### config.mk
export PLATFORM = sky130hd
export DESIGN_NAME = oam_dma
export DESIGN_NICKNAME = d
export VERILOG_FILES = /design/src/rtl/oam_dma.sv
export SDC_FILE = /design/constraint.sdc
export NUM_CORES = 1
export LEC_CHECK = 0
export CORE_ASPECT_RATIO = 0.9
export CORE_UTILIZATION = 46
export CTS_CLUSTER_SIZE = 8
export DETAILED_ROUTE_END_ITERATION = 6
export PLACE_DENSITY = 0.8
export SLEW_MARGIN = 20
export SYNTH_ARGS = -nofsm -noshare
export SYNTH_HDL_FRONTEND = slang
export SYNTH_SLANG_ARGS = --single-unit
### constraint.sdc
create_clock -name phi0 -period 2.8 [get_ports phi0]
set_input_delay 0.42 -clock phi0 [delete_from_list [all_inputs] [get_ports phi0]]
set_output_delay 0.42 -clock phi0 [all_outputs]
set_load 0.005 [all_outputs]
### src/rtl/oam_dma.sv
// Sprite-DMA engine: a CPU write to DMA_REG_ADDR stalls the CPU and copies page {page,00..FF} into OAM.
// Optional odd-cycle alignment penalty enabled by defining OAM_DMA_PARITY_ALIGN_EN.
`timescale 1ns/1ps
module oam_dma #(
    parameter int                    ADDR_WIDTH   = 16,
    parameter int                    REG_WIDTH    = 8,
    parameter logic [ADDR_WIDTH-1:0] DMA_REG_ADDR = 'h4014
) (
    input  logic                  phi0,
    input  logic                  reset,
    input  logic [ADDR_WIDTH-1:0] cpu_addr,
    input  logic [REG_WIDTH-1:0]  cpu_data,
    input  logic                  cpu_R_W_n,
    output logic                  rdy,
    output logic                  dma_active,
    output logic [ADDR_WIDTH-1:0] dma_addr,
    output logic                  dma_rd,
    input  logic [REG_WIDTH-1:0]  dma_rdata,
    output logic [7:0]            oam_addr,
    output logic [REG_WIDTH-1:0]  oam_wdata,
    output logic                  oam_we
);

    typedef enum logic [2:0] {
        S_IDLE  = 3'd0,
        S_HALT  = 3'd1,
        S_ALIGN = 3'd2,
        S_READ  = 3'd3,
        S_WRITE = 3'd4
    } state_t;

    state_t                  r_state;
    state_t                  w_next;
    logic [REG_WIDTH-1:0]    r_page;
    logic [7:0]              r_index;
    logic [ADDR_WIDTH-1:0]   r_dma_addr;
    logic [7:0]              r_oam_addr;
    logic [REG_WIDTH-1:0]    r_byte;
    logic [7:0]              w_rd_index;
    logic                    w_trigger;
    logic                    w_align;

    assign w_trigger = (r_state == S_IDLE) && !cpu_R_W_n && (cpu_addr == DMA_REG_ADDR);

`ifdef OAM_DMA_PARITY_ALIGN_EN
    logic r_parity;

    always_ff @(posedge phi0 or posedge reset) begin
        if (reset) r_parity <= 1'b0;
        else       r_parity <= ~r_parity;
    end

    assign w_align = r_parity;
`else
    assign w_align = 1'b0;
`endif

    always_ff @(posedge phi0 or posedge reset) begin
        if (reset) r_state <= S_IDLE;
        else       r_state <= w_next;
    end

    always_comb begin
        w_next = r_state;
        case (r_state)
            S_IDLE:  if (w_trigger) w_next = S_HALT;
            S_HALT:  w_next = w_align ? S_ALIGN : S_READ;
            S_ALIGN: w_next = S_READ;
            S_READ:  w_next = S_WRITE;
            S_WRITE: w_next = (r_index == 8'hFF) ? S_IDLE : S_READ;
            default: w_next = S_IDLE;
        endcase
    end

    always_comb begin
        rdy        = (r_state == S_IDLE);
        dma_active = (r_state != S_IDLE);
        dma_rd     = (r_state == S_READ);
        oam_we     = (r_state == S_WRITE);
    end

    // The read address is loaded on entry to READ, so a WRITE->READ hop must see the incremented index.
    assign w_rd_index = (r_state == S_WRITE) ? (r_index + 8'd1) : r_index;

    always_ff @(posedge phi0 or posedge reset) begin
        if (reset) begin
            r_page     <= '0;
            r_index    <= '0;
            r_dma_addr <= '0;
            r_oam_addr <= '0;
            r_byte     <= '0;
        end else begin
            if (w_trigger) begin
                r_page  <= cpu_data;
                r_index <= '0;
            end
            if (w_next == S_READ)
                r_dma_addr <= ADDR_WIDTH'({r_page, w_rd_index});
            if (r_state == S_READ) begin
                r_oam_addr <= r_index;
                r_byte     <= dma_rdata;
            end
            if (r_state == S_WRITE)
                r_index <= r_index + 8'd1;
        end
    end

    assign dma_addr  = r_dma_addr;
    assign oam_addr  = r_oam_addr;
    assign oam_wdata = r_byte;

endmodule

# == Yosys cells after proc, flatten, opt, wreduce, memory -nomap -nowiden ==
# Index checks and enable logic that the tools add are counted.
# op_classes
addsub,1
n_eq_ne,7
mux,6
n_reduce_logical,7
# op_table
operator,n
$mux 8,3
$eq 16x15->1 const B,1
$pmux 3 s4,1
$eq 3x2->1 const B,3
$add 8x1->8 const B,1
$eq 8x8->1 const B,1
$eq 3x1->1 const B,1
$eq 3x3->1 const B,1
$logic_not 3->1,1
$mux 3,1
$reduce_bool 3->1,1
$logic_and 1x1->1,2
$mux 2,1
$reduce_bool 2->1,1
$reduce_or 2->1,1
$logic_not 1->1,1
# word_totals
reg_bits,51
inputBits,35
out_inout_bits,36
word_cells,27

# == Longest topological paths before layout ==
# Gate-level depths: netlist of run 1.
# depth
word_depth,6
mapped_depth,7
ltp_nobuf,5

# == Worst setup path before layout of run 1 ==
# Ideal clock, no wire load.
# synth_path
path_kind,flip-flop to flip-flop
start,reg r_index[1]
end,"reg r_dma_addr[1], in the netlist dma_addr[1]"
setup_ns,0.125
arrival_time_ns,1.851
required_time_ns,2.675
path_slack_ns,0.824
stages_incl_launch_ff,7
path_buffers,1
cell_sequence,dfrtp_1 ha_1 nand3_4 or3_4 a21oi_4 buf_8 mux2_4
# synth_between
elab_chain_len,4
word_cells_on_any_way,6
classes_between,add/sub (1); eq/ne (2); mux (3)
# synth_rtl
element,line_no,text
from (decl),35,logic [7:0] r_index;
from (signal assigned),104,r_index <= r_index + 8'd1;
$eq 8x8->1,70,S_WRITE: w_next = (r_index == 8'hFF) ? S_IDLE : S_READ;
$mux 2,70,
$pmux 3 s4,65,case (r_state)
$eq 3x2->1,97,if (w_next == S_READ)
to (signal assigned),98,"r_dma_addr <= ADDR_WIDTH'({r_page, w_rd_index});"
to (decl),36,logic [ADDR_WIDTH-1:0] r_dma_addr;
# Parallel ways exist; a longest one is shown, timed or not.
# A chain may end at the register's enable or synchronous reset.

# == Worst setup path after layout of run 1 ==
# layout_path
start,reg r_state[0]
end,out oam_we
# layout_between
elab_chain_len,1
# layout_rtl
element,line_no,text
from (decl),32,state_t r_state;
from (signal assigned),60,else r_state <= w_next;
$eq 3x3->1,79,oam_we = (r_state == S_WRITE);
to (decl),21,output logic oam_we
# No other way between the ends.

==> flow_summary.toml, run 1 <==
[clocking]
cts_max_level = 2
cts_root_buf = "clkbuf_8"
cts_tree = "done"
numCtsBuffers = 5
hold_buffers = 0
cts_setup_buffers = 0
cts.sink_count = 51
clk_path_buf_depth = 2
ctsResizeCount = 0
clkTransAtPathRegs_ns = 0.09
clk-insertion-delay-late_ns = 0.30

[synth]
avgSynthCellArea_sq_um = 11.1
netlist_instances = 206
synth_top_area_share_pct = 55.8
synth_edf_count = 0
synth_top_cell_by_area = "dfrtp_1"
synth-warning-count = 0
ys_ff_latch = 51
ys.flop_type = "dfrtp_1"
async_reset_ff_share_pct = 100
ys_top_cells_by_area = "dfrtp_1 56%, nand2_1 9.7%, mux2_2 8.4%, mux2_4 4.6%, xor2_1 1.9%"
syn_area_sq_um = 2290
synthesis.nets = 243
synth_seq_area_share_pct = 55.8
yosysUniqueCellTypes = 35

[global_routing]
overflow = 0
grt_pass1_wl_microns = 7840
grt_pass1_vias = 1698
grt_max_degree = 52
antenna_found_initial = 0
grt_util_all_layers_pct = 19.5

[setup_path]
cp_max_fo = 12
reg2reg_slack_ns = 0.51
r2r-end = "dma_addr[3]"
rr_worst_depth = 5
crit_required_ns = 2.38
r2r_start = "r_state[2]"
arrival_ns = 2.16
worstSetupPathType = "reg2out"
end_kind = "output pin"
cp-start-kind = "flop"

[place]
postPlaceCellArea_sq_um = 3050
pre_cts_ws_ns = 0.411
gp_congestion = 0.826
hpwl_microns = 3110
portBuffers = 70

[route]
drt_iter0_markers = 69
viasPerCell = 4.81
avgRoutedWirePerCell_microns = 12.8
vias = 1636
drc = 0
routed_wl_microns = 4350
ant_nets = 0
first_pass_iters = 4

[floorplan]
start_util_pct = 49.7
io_pins = 71
core_sq_um = 4600
die_y_microns = 68.9
dieWidth_microns = 76.4
dieArea_sq_um = 5260
rows = 23

[power_and_ir_drop]
p_leak_nw = 1.51
p_switching_mw = 0.720
comb_power_share_pct = 37.2
vdd_drop_max_v = 0.000439
sw_frac_of_total_pct = 30.0
pwr-share-clk_pct = 24.5
p_seq_share_pct = 38.3
cellPowerDensity_nw_per_um2 = 755
internal-power_mw = 1.68

[sta]
post-route-period-util_pct = 92.3
slew-limit-headroom_pct = 68.5
hold_viol = 0
hold_slack_ns = 0.458
drv_slew = 0
rsz0062_at_grt = "false"
setup_viol = 0
finalCriticalPeriod_ns = 2.58
fmax_mhz = 387
fin_skew_ns = 0.00722
tightest_slew_ns = 0.470
setup_tns_ns = 0
fin_ws_ns = 0.216

[final_layout]
drive_above_1_share_pct = 16.5
fillers = 357
nets = 314
register_area_sq_um = 1280
num_antenna_cells = 0
multi_input_area_sq_um = 921
fin_area_sq_um = 3180
utilization_pct = 69.1
synthToLayoutAreaGrowth_pct = 39.0

[job]
drv_cap = 0

[outcome]
outcome = "finished clean"

[min_path]
hold_class = "in2async"
[power groups by stage]
stage          clock (mW)  sequential, mW  combinational (mW)
2_1_floorplan           0           0.935               0.535
3_3_place_gp            0           0.932               0.893
3_5_place_dp            0           0.935               0.906
4_1_cts             0.605           0.921               0.909
5_1_grt             0.636           0.938               0.986
6_report            0.589           0.919               0.892
[worst max path at each step]
| stage | startpoint | end | slack, ns | depth (start not counted) |
|---|---|---|---|---|
| global placement | cpu_addr[1] | r_page[4] | 0.48 | 5 |
| global route | r_state[0] | oam_we | 0.11 | 3 |
| finish | r_state[0] | oam_we | 0.22 | 3 |
| floorplan | r_index[1] | dma_addr[1] | 0.82 | 6 |
| CTS | r_state[0] | oam_we | 0.20 | 3 |
| detailed placement | cpu_addr[1] | r_page[2] | 0.41 | 5 |
[cells by family after synthesis]
kind of cell | Yosys count | share of synthesized area (%)
XOR/XNOR | 9 | 3.44
multiplexers | 25 | 13.4
flip-flops | 51 | 55.8
buffers and inverters | 18 | 3.99
AO/OA/AOI/OAI | 14 | 4.10
AND/OR/NAND/NOR | 87 | 18.2
adder cells (fa/ha/maj) | 2 | 1.09
[cell type report]
cell class | count | share of cell area, %
Inverter | 8 | 0.944
Timing Repair Buffer | 74 | 23.4
Tap cell | 62 | 2.44
Clock buffer | 6 | 2.28
Sequential cell | 51 | 40.1
Clock inverter | 2 | 1.89
Multi-Input combinational cell | 137 | 29.0
[metal layers]
layer	track usage (%)	part of all wire (%)	wire length [microns]
met3	6.18	5.4	236
met2	33.9	48	2090
met1	23.5	45	1960
met5	0	0	0
met4	6.49	1.3	57
[worst max-delay path, stage by stage, from the launching register on]
cell	delay (ns)
dfrtp_1	0.42
or3b_2	0.63
clkinv_1	0.26
clkdlybuf4s50_1	0.55
[synth_stat cells (2+ instances only)]
cell type and instances:
buf_2 3, nand3_4 2, mux2_4 7, nand2_1 59, ha_1 2, mux2_2 17
xor2_1 5, nand4_1 3, a21oi_1 2, xnor2_1 4, o21ai_0 4, nor4b_1 2
nor2_1 10, dfrtp_1 51, o22ai_1 2, clkbuf_1 3, nand3_1 2, nor3_1 2
a31oi_1 3, buf_4 2, or3_4 2, inv_1 6
[per-stage QoR]
step | power (mW) | std cells
finish | 2.40 | 340
global route | 2.56 | 340
CTS | 2.43 | 340
detailed placement | 1.84 | 332
global placement | 1.82 | 332
floorplan | 1.47 | 206
[flip-flops by register name, summed over array words and instances, names as in the netlist]
signal / cells
dma_addr: 16
oam_addr: 8
oam_wdata: 8
r_index: 8
r_page: 8
r_state: 3
[layout by cell type, fill, tap and decap left out, drive strengths merged, types with 4 or more instances in the layout]
cell           Yosys  final
inv                7      7
xor2               5      5
o21ai              5      5
nand3              4      4
mux2              24     24
clkbuf             4      6
nor2              10     10
buf                6      4
xnor2              4      4
dfrtp             51     51
nand2             59     59
clkdlybuf4s50      0     70
Note: power is estimated with default switching activity, not from simulation.
==> inputs of run 2 (changes only) <==
--- a/config.mk
+++ b/config.mk
@@ -10,6 +10,7 @@
 export CTS_CLUSTER_SIZE = 8
 export DETAILED_ROUTE_END_ITERATION = 6
 export PLACE_DENSITY = 0.8
+export SKIP_LAST_GASP = 1
 export SLEW_MARGIN = 20
 export SYNTH_ARGS = -nofsm -noshare
 export SYNTH_HDL_FRONTEND = slang
==> results of run 2 <==
Final layout, timing and power as in run 1 (identical DEF).
